[src/rtl/nibble_serial_adder.sv]
// Nibble-serial adder: one 4-bit ripple slice, reused once per nibble under a small
// IDLE/RUN/DONE handshake FSM. Result, carry-out and signed overflow are held until consumed.
module nibble_serial_adder #(
  parameter int NIBBLES = 4,
  localparam int W = 4 * NIBBLES
) (
  input  logic         clk,
  input  logic         rst,
  input  logic         in_valid,
  output logic         in_ready,
  input  logic [W-1:0] a,
  input  logic [W-1:0] b,
  input  logic         cin,
  output logic         out_valid,
  input  logic         out_ready,
  output logic [W-1:0] sum,
  output logic         cout,
  output logic         ovf,
  output logic         busy
);

  localparam int KW = (NIBBLES > 1) ? $clog2(NIBBLES) : 1;

  typedef enum logic [1:0] {
    IDLE,
    RUN,
    DONE
  } state_t;

  state_t state, state_nx;

  logic [NIBBLES-1:0][3:0] a_q, b_q, res_q, res_nx;
  logic [KW-1:0]           k_q;
  logic                    carry_q, carry_nx;
  logic [3:0]              nib_sum;
  logic                    last;
  logic                    accept;

  // Single 4-bit ripple slice working on nibble k_q.
  always_comb begin
    logic c;
    // NOTE: every variable written here gets a value before any branch or loop,
    // otherwise synthesis infers a latch to hold the unassigned case.
    c       = carry_q;
    nib_sum = '0;
    for (int i = 0; i < 4; i++) begin
      nib_sum[i] = a_q[k_q][i] ^ b_q[k_q][i] ^ c;
      c          = (a_q[k_q][i] & b_q[k_q][i]) | (c & (a_q[k_q][i] ^ b_q[k_q][i]));
    end
    carry_nx     = c;
    res_nx       = res_q;
    res_nx[k_q]  = nib_sum;
    last         = (k_q == KW'(NIBBLES - 1));
  end

  always_ff @(posedge clk or posedge rst) begin
    // NOTE: sequential state uses non-blocking assignments so every register
    // samples pre-edge values regardless of statement order.
    if (rst) state <= IDLE;
    else     state <= state_nx;
  end

  always_comb begin
    state_nx  = state;
    in_ready  = 1'b0;
    out_valid = 1'b0;
    busy      = 1'b1;
    case (state)
      IDLE: begin
        in_ready = 1'b1;
        busy     = 1'b0;
        if (in_valid) state_nx = RUN;
      end
      RUN: begin
        if (last) state_nx = DONE;
      end
      DONE: begin
        out_valid = 1'b1;
        if (out_ready) state_nx = IDLE;
      end
      default: state_nx = IDLE;
    endcase
  end

  assign accept = in_valid && in_ready;

  always_ff @(posedge clk or posedge rst) begin
    if (rst) begin
      // NOTE: operand and scratch registers are reset as well; they are few, and
      // this keeps every observable value defined straight out of reset.
      a_q     <= '0;
      b_q     <= '0;
      res_q   <= '0;
      k_q     <= '0;
      carry_q <= 1'b0;
      sum     <= '0;
      cout    <= 1'b0;
      ovf     <= 1'b0;
    end else begin
      if (accept) begin
        a_q     <= a;
        b_q     <= b;
        carry_q <= cin;
        k_q     <= '0;
      end else if (state == RUN) begin
        res_q   <= res_nx;
        carry_q <= carry_nx;
        k_q     <= k_q + KW'(1);
        // Outputs change only here, on the edge that finishes the top nibble.
        if (last) begin
          sum  <= res_nx;
          cout <= carry_nx;
          ovf  <= (a_q[NIBBLES-1][3] == b_q[NIBBLES-1][3]) &&
                  (res_nx[NIBBLES-1][3] != a_q[NIBBLES-1][3]);
        end
      end
    end
  end

endmodule

[config.mk]
export PLATFORM = sky130hd
export DESIGN_NAME = nibble_serial_adder
export DESIGN_NICKNAME = d
export VERILOG_FILES = /design/src/rtl/nibble_serial_adder.sv
export SDC_FILE = /design/constraint.sdc
export NUM_CORES = 1
export LEC_CHECK = 0
export CORE_ASPECT_RATIO = 1.5
export CORE_MARGIN = 8
export CORE_UTILIZATION = 46
export CTS_BUF_LIST = sky130_fd_sc_hd__clkbuf_4
export CTS_CLUSTER_DIAMETER = 30
export CTS_CLUSTER_SIZE = 28
export DETAILED_ROUTE_END_ITERATION = 10
export PLACE_DENSITY = 0.77
export SYNTH_ARGS = -nofsm -noshare
export SYNTH_HDL_FRONTEND = slang
export SYNTH_SLANG_ARGS = --single-unit
export TNS_END_PERCENT = 1
[constraint.sdc]
create_clock -name clk -period 3.2 [get_ports clk]
set_input_delay 0.64 -clock clk [delete_from_list [all_inputs] [get_ports clk]]
set_output_delay 0.64 -clock clk [all_outputs]
set_load 0.1 [all_outputs]
# --- After elaboration in Yosys (flattened, before gate mapping) ---
# Index checks and enable logic that the tools add are counted.
word_totals:
  regBits: 71
  wordCells: 76
classes:
  addsub: 1
  n_lt_le_gt_ge: 2
  n_eq_ne: 8
  mux: 18
  n_bitwise: 21
  reduce_logical: 8
op_table:
  columns: ["cell", "n"]
  rows:
  - ["binary-select mux 4 bit (select 2 bit)", 2]
  - ["bitwise mux 16 bit", 1]
  - ["two-way mux 4 bit", 3]
  - ["two-way mux 2 bit", 5]
  - ["bitwise AND 1 bit", 8]
  - ["demux 4 bit (select 2 bit)", 1]
  - ["XOR 1 bit", 8]
  - ["!= test 2 bit (second input constant)", 3]
  - ["case mux 2 bit (3 select lines)", 1]
  - ["AND reduction 3 bit", 2]
  - ["two-way mux 1 bit", 5]
  - ["== test 2 bit (second input constant)", 2]
  - ["bitwise OR 1 bit", 4]
  - ["logical AND 1 bit", 3]
  - ["< comparator 2 x 3 -> 1 bit (second input constant)", 1]
  - ["adder 2 x 1 -> 2 bit (second input constant)", 1]
  - ["== test 2 x 1 -> 1 bit (second input constant)", 1]
  - [">= comparator 2 x 1 -> 1 bit (second input constant)", 1]
  - ["logical NOT 2 bit", 1]
  - ["AND reduction 2 bit", 1]
  - ["nonzero test 2 bit", 1]
  - ["== test 1 bit", 1]
  - ["!= test 1 bit", 1]
  - ["NOT 1 bit", 1]

# --- Logic depth before layout (Yosys ltp) ---
logic_depth:
  depth_word: 13
  depth_mapped: 13
  ltp_nobuf: 11

# --- Least setup slack after synthesis ---
# OpenSTA, ideal clock, no wires.
synth_path:
  path_type: "reg-to-reg"
  from: "register k_q[0]"
  to: "register ovf"
  setup_time_ns: 0.082
  t_arrival_ns: 3.216
  t_required_ns: 3.118
  slack_ns: -0.098
  path_stages_with_launch: 13
  path_buffers: 2
  cell_sequence: "dfrtp_1 -> buf_2 -> mux4_2 -> fa_1 -> inv_1 -> fa_1 -> inv_1 -> fa_1 -> inv_1 -> fa_1 -> clkbuf_1 -> or3_1 -> a31oi_1"
synth_between:
  elab_chain_cells: 13
  word_cells_on_any_way: 28
  cone_classes: "order compare (2); eq/ne (2); mux (7); bitwise (14); reduce/logical (3)"
synth_lines:
  columns: ["element", "line_no", "text"]
  rows:
  - ["start: declaration", "33", "logic [KW-1:0] k_q;"]
  - ["start signal: assignment", "108", "k_q <= k_q + KW'(1);"]
  - ["binary-select mux 4 bit (select 2 bit)", "47, 48", null]
  - ["two-way mux 4 bit (not written as such)", "47", "nib_sum[i] = a_q[k_q][i] ^ b_q[k_q][i] ^ c;"]
  - ["XOR 1 bit", "48", "c = (a_q[k_q][i] & b_q[k_q][i]) | (c & (a_q[k_q][i] ^ b_q[k_q][i]));"]
  - ["bitwise AND 1 bit", "48", null]
  - ["bitwise OR 1 bit", "48", null]
  - ["bitwise AND 1 bit", "48", null]
  - ["bitwise OR 1 bit", "48", null]
  - ["bitwise AND 1 bit", "48", null]
  - ["bitwise OR 1 bit", "48", null]
  - ["XOR 1 bit", "47", null]
  - ["bitwise mux 16 bit", "52", "res_nx[k_q] = nib_sum;"]
  - ["!= test 1 bit", "114", "(res_nx[NIBBLES-1][3] != a_q[NIBBLES-1][3]);"]
  - ["logical AND 1 bit", "113", "ovf <= (a_q[NIBBLES-1][3] == b_q[NIBBLES-1][3]) &&"]
  - ["end signal: assignment", "113", null]
  - ["end: declaration", "18", "output logic ovf,"]
# Parallel ways exist; a longest one is shown, timed or not. The select of a mux whose other input is x is not followed.
# A chain may end at the register's enable or synchronous reset.

# --- Final worst setup path ---
layout_path:
  from: "register k_q[0]"
  to: "register sum[3]"
layout_between:
  elab_chain_cells: 11
  word_cells_on_any_way: 26
  cone_classes: "order compare (2); eq/ne (1); mux (7); bitwise (14); reduce/logical (2)"
layout_lines:
  columns: ["element", "line_no", "text"]
  rows:
  - ["binary-select mux 4 bit (select 2 bit)", "47, 48", null]
  - ["two-way mux 4 bit (not written as such)", "47", null]
  - ["XOR 1 bit", "48", null]
  - ["bitwise AND 1 bit", "48", null]
  - ["bitwise OR 1 bit", "48", null]
  - ["bitwise AND 1 bit", "48", null]
  - ["bitwise OR 1 bit", "48", null]
  - ["bitwise AND 1 bit", "48", null]
  - ["bitwise OR 1 bit", "48", null]
  - ["XOR 1 bit", "47", null]
  - ["bitwise mux 16 bit", "52", null]
  - ["end signal: assignment", "111", "sum <= res_nx;"]
  - ["end: declaration", "16", "output logic [W-1:0] sum,"]
# Parallel ways exist; a longest one is shown, timed or not. The select of a mux whose other input is x is not followed.

==> impl_metrics.env <==
export IMPL_status="finished, final reports clean"
export IMPL_path_cells="mux4_2 > fa_1 > inv_1 > fa_1 > inv_1 > fa_1 > inv_1 > fa_1 > buf_4 > nand2_1 > o21ai_0 > o21ai_0"
export IMPL_ios=58
export IMPL_multi_input_area_um2=1290
export IMPL_critPathKind="flop to flop"
export IMPL_synth_seq_cells=67
export IMPL_grtUsageTotal_pct=13.3
export IMPL_grt_pass1_vias=2062
export IMPL_fill_cells=561
export IMPL_fin_crit_ps=3020
export IMPL_drc_errors=0
export IMPL_slowest_delay_ps=520
export IMPL_path_buf_inv=4
export IMPL_clockRootBuffer="clkbuf_4"
export IMPL_hpwl_um=4530
export IMPL_cts_tree="built"
export IMPL_antenna_found_initial=0
export IMPL_worst_slew_pin_transition_ps=966
export IMPL_rows=37
export IMPL_initialDrtViolationCount=55
export IMPL_gp_congestion=0.791
export IMPL_path_clk_slew_ps=110
export IMPL_die_x_um=83.5
export IMPL_cpMaxStageDelayCell="mux4_2"
export IMPL_grt_max_degree=38
export IMPL_rrSetupSlack_ps=180
export IMPL_syn_to_final_growth_pct=21.1
export IMPL_cts_max_path_buffers=2
export IMPL_grt_ovfl_total=0
export IMPL_synth_warning_count=0
export IMPL_via_count=1914
export IMPL_setup_viol=0
export IMPL_synth_seq_area_share_pct=53.3
export IMPL_cts_sinks=67
export IMPL_port_buffers=57
export IMPL_drv_cap=0
export IMPL_syn_inst=236
export IMPL_fin_nets=340
export IMPL_critPathLaunchType="flop"
export IMPL_drv_slew=0
export IMPL_synth_area_um2=3140
export IMPL_synth_fp_nets=281
export IMPL_layout_common_cells="dfrtp_1, clkdlybuf4s50_1, nand2_1"
export IMPL_hold_path_depth=2
export IMPL_grt_pass1_wl_um=10300
export IMPL_crit_start="k_q[0]"
export IMPL_start_util_pct=46.5
export IMPL_cp_max_fo=8
export IMPL_seqCellArea_um2=1680
export IMPL_syn_area_per_cell_um2=13.3
export IMPL_arrival_ps=3340
export IMPL_required_ps=3520
export IMPL_reg2reg_from="k_q[0]"
export IMPL_end_kind="flop"
export IMPL_core_area_um2=6760
export IMPL_cts_max_level=3
export IMPL_whs_endpoint="sum[2]"
export IMPL_final_common_cell="dfrtp_1"
export IMPL_detail_route_antenna_nets=0
export IMPL_post_drt_wl_per_cell_um=16.2
export IMPL_cts_buffers=9
export IMPL_crit_family="adder cells"
export IMPL_reg2reg_to="sum[3]"
export IMPL_finalSetupTns_ps=0
export IMPL_fmax_ghz=0.331
export IMPL_cts_hold_buf=0
export IMPL_clk_latency_ps=420
export IMPL_finalHoldViolCount=0
export IMPL_finalCritPeriodShare_pct=94.3
export IMPL_yosysUniqueCellTypes=28
export IMPL_fin_worst_skew_ps=14.6
export IMPL_min_path_type="flop to flop"
export IMPL_min_from="sum[2]"
export IMPL_firstDrtPassIters=5
export IMPL_slew_headroom_pct=35.4
export IMPL_r2r_cells=12
export IMPL_die_h_um=117
export IMPL_routed_via_density=5.05
export IMPL_routed_wl_um=6140
export IMPL_drive_gt1_share_pct=29.3
export IMPL_dieArea_um2=9790
export IMPL_rsz0062_at_grt="false"
export IMPL_crit_path_frequent_cell="fa_1"
==> Yosys cell counts <==
cell | instances | area [um^2]
mux2_1 | 2 | 22.5
inv_1 | 15 | 56.3
o22ai_1 | 1 | 6.26
nand3b_1 | 6 | 45.0
o21bai_1 | 1 | 7.51
buf_2 | 8 | 40.0
a31oi_1 | 1 | 6.26
or2_2 | 1 | 6.26
nand2b_1 | 2 | 12.5
clkbuf_1 | 2 | 7.51
nor2_1 | 2 | 7.51
buf_6 | 2 | 22.5
nor3b_2 | 1 | 12.5
mux4_2 | 8 | 180
buf_12 | 3 | 60.1
mux2_2 | 16 | 180
fa_1 | 4 | 80.1
o21ai_0 | 25 | 125
mux2_4 | 20 | 300
a21oi_1 | 1 | 5.00
nand2_1 | 31 | 116
or3_1 | 1 | 6.26
o211ai_1 | 1 | 7.51
ha_1 | 4 | 50.1
and3b_1 | 1 | 8.76
nand3_1 | 1 | 5.00
dfrtp_1 | 67 | 1680
mux2i_1 | 9 | 90.1
==> worst register-to-register path, cell delays in order (launching register included) <==
cell and delay [ps]:
dfrtp_1 400, mux4_2 520, fa_1 400, inv_1 70
fa_1 150, inv_1 40, fa_1 340, inv_1 80
fa_1 430, buf_4 180, nand2_1 60, o21ai_0 70
o21ai_0 180
==> kinds of logic (layout without fill, tap and decap cells) <==
group,Yosys count,count (layout),share of synthesized area [%]
flip-flops,67,67,53.3
multiplexers,55,55,24.6
AND/OR/NAND/NOR,46,46,7.00
AO/OA/AOI/OAI,30,30,5.01
buffers and inverters,30,94,5.93
adder cells (fa/ha/maj),8,8,4.14
other,0,1,0
==> worst max-delay path by stage <==
stage | to | cells past startpoint
3_5_place_dp | sum[7] | 12
5_1_grt | sum[7] | 12
3_3_place_gp | ovf | 11
4_1_cts | sum[7] | 13
2_1_floorplan | ovf | 12
6_report | sum[3] | 12
==> layout make-up <==
type / count / area share, %
antenna: 1 / 0.0657
clock buffer: 10 / 1.97
clock inverter: 6 / 0.854
inverter: 15 / 1.48
multi-input combinational: 139 / 33.8
sequential: 67 / 44.0
tap: 78 / 2.56
timing repair buffer: 63 / 15.2
==> layer usage <==
metal  vias up  GRT usage, %  wire length, um
met3        15          2.91              255
met1       921          15.2             2550
met2        48          22.3             3160
met4         0          8.67              172
met5         -             0                0
li1        930             -                -
==> repair_timing <==
action | in CTS | in global routing
gates resized for setup | 0 | 1
buffers inserted | 0 | 1
endpoints found under the setup margin | 0 | 1
==> flip-flops by register name, summed over array words and instances (netlist names) <==
name	flops
sum	16
state	2
a_q	16
cout	1
res_q	12
k_q	2
carry_q	1
ovf	1
b_q	16
==> per-stage QoR <==
stage / setup WS, ps / hold WS [ps] / cell area [um^2] / std cells / util, %
after global placement: 268 / 456 / 3690 / 361 / 54.5
after global routing: 0.452 / 515 / 3800 / 378 / 56.3
after CTS: 157 / 490 / 3790 / 377 / 56.1
after detailed placement: 195 / 465 / 3690 / 361 / 54.5
final: 183 / 488 / 3810 / 379 / 56.3
after floorplan: 3.24 / 445 / 3150 / 236 / -
Power is not shown: default switching activity piles up to over one toggle a cycle in this logic, so the estimate is an artifact.
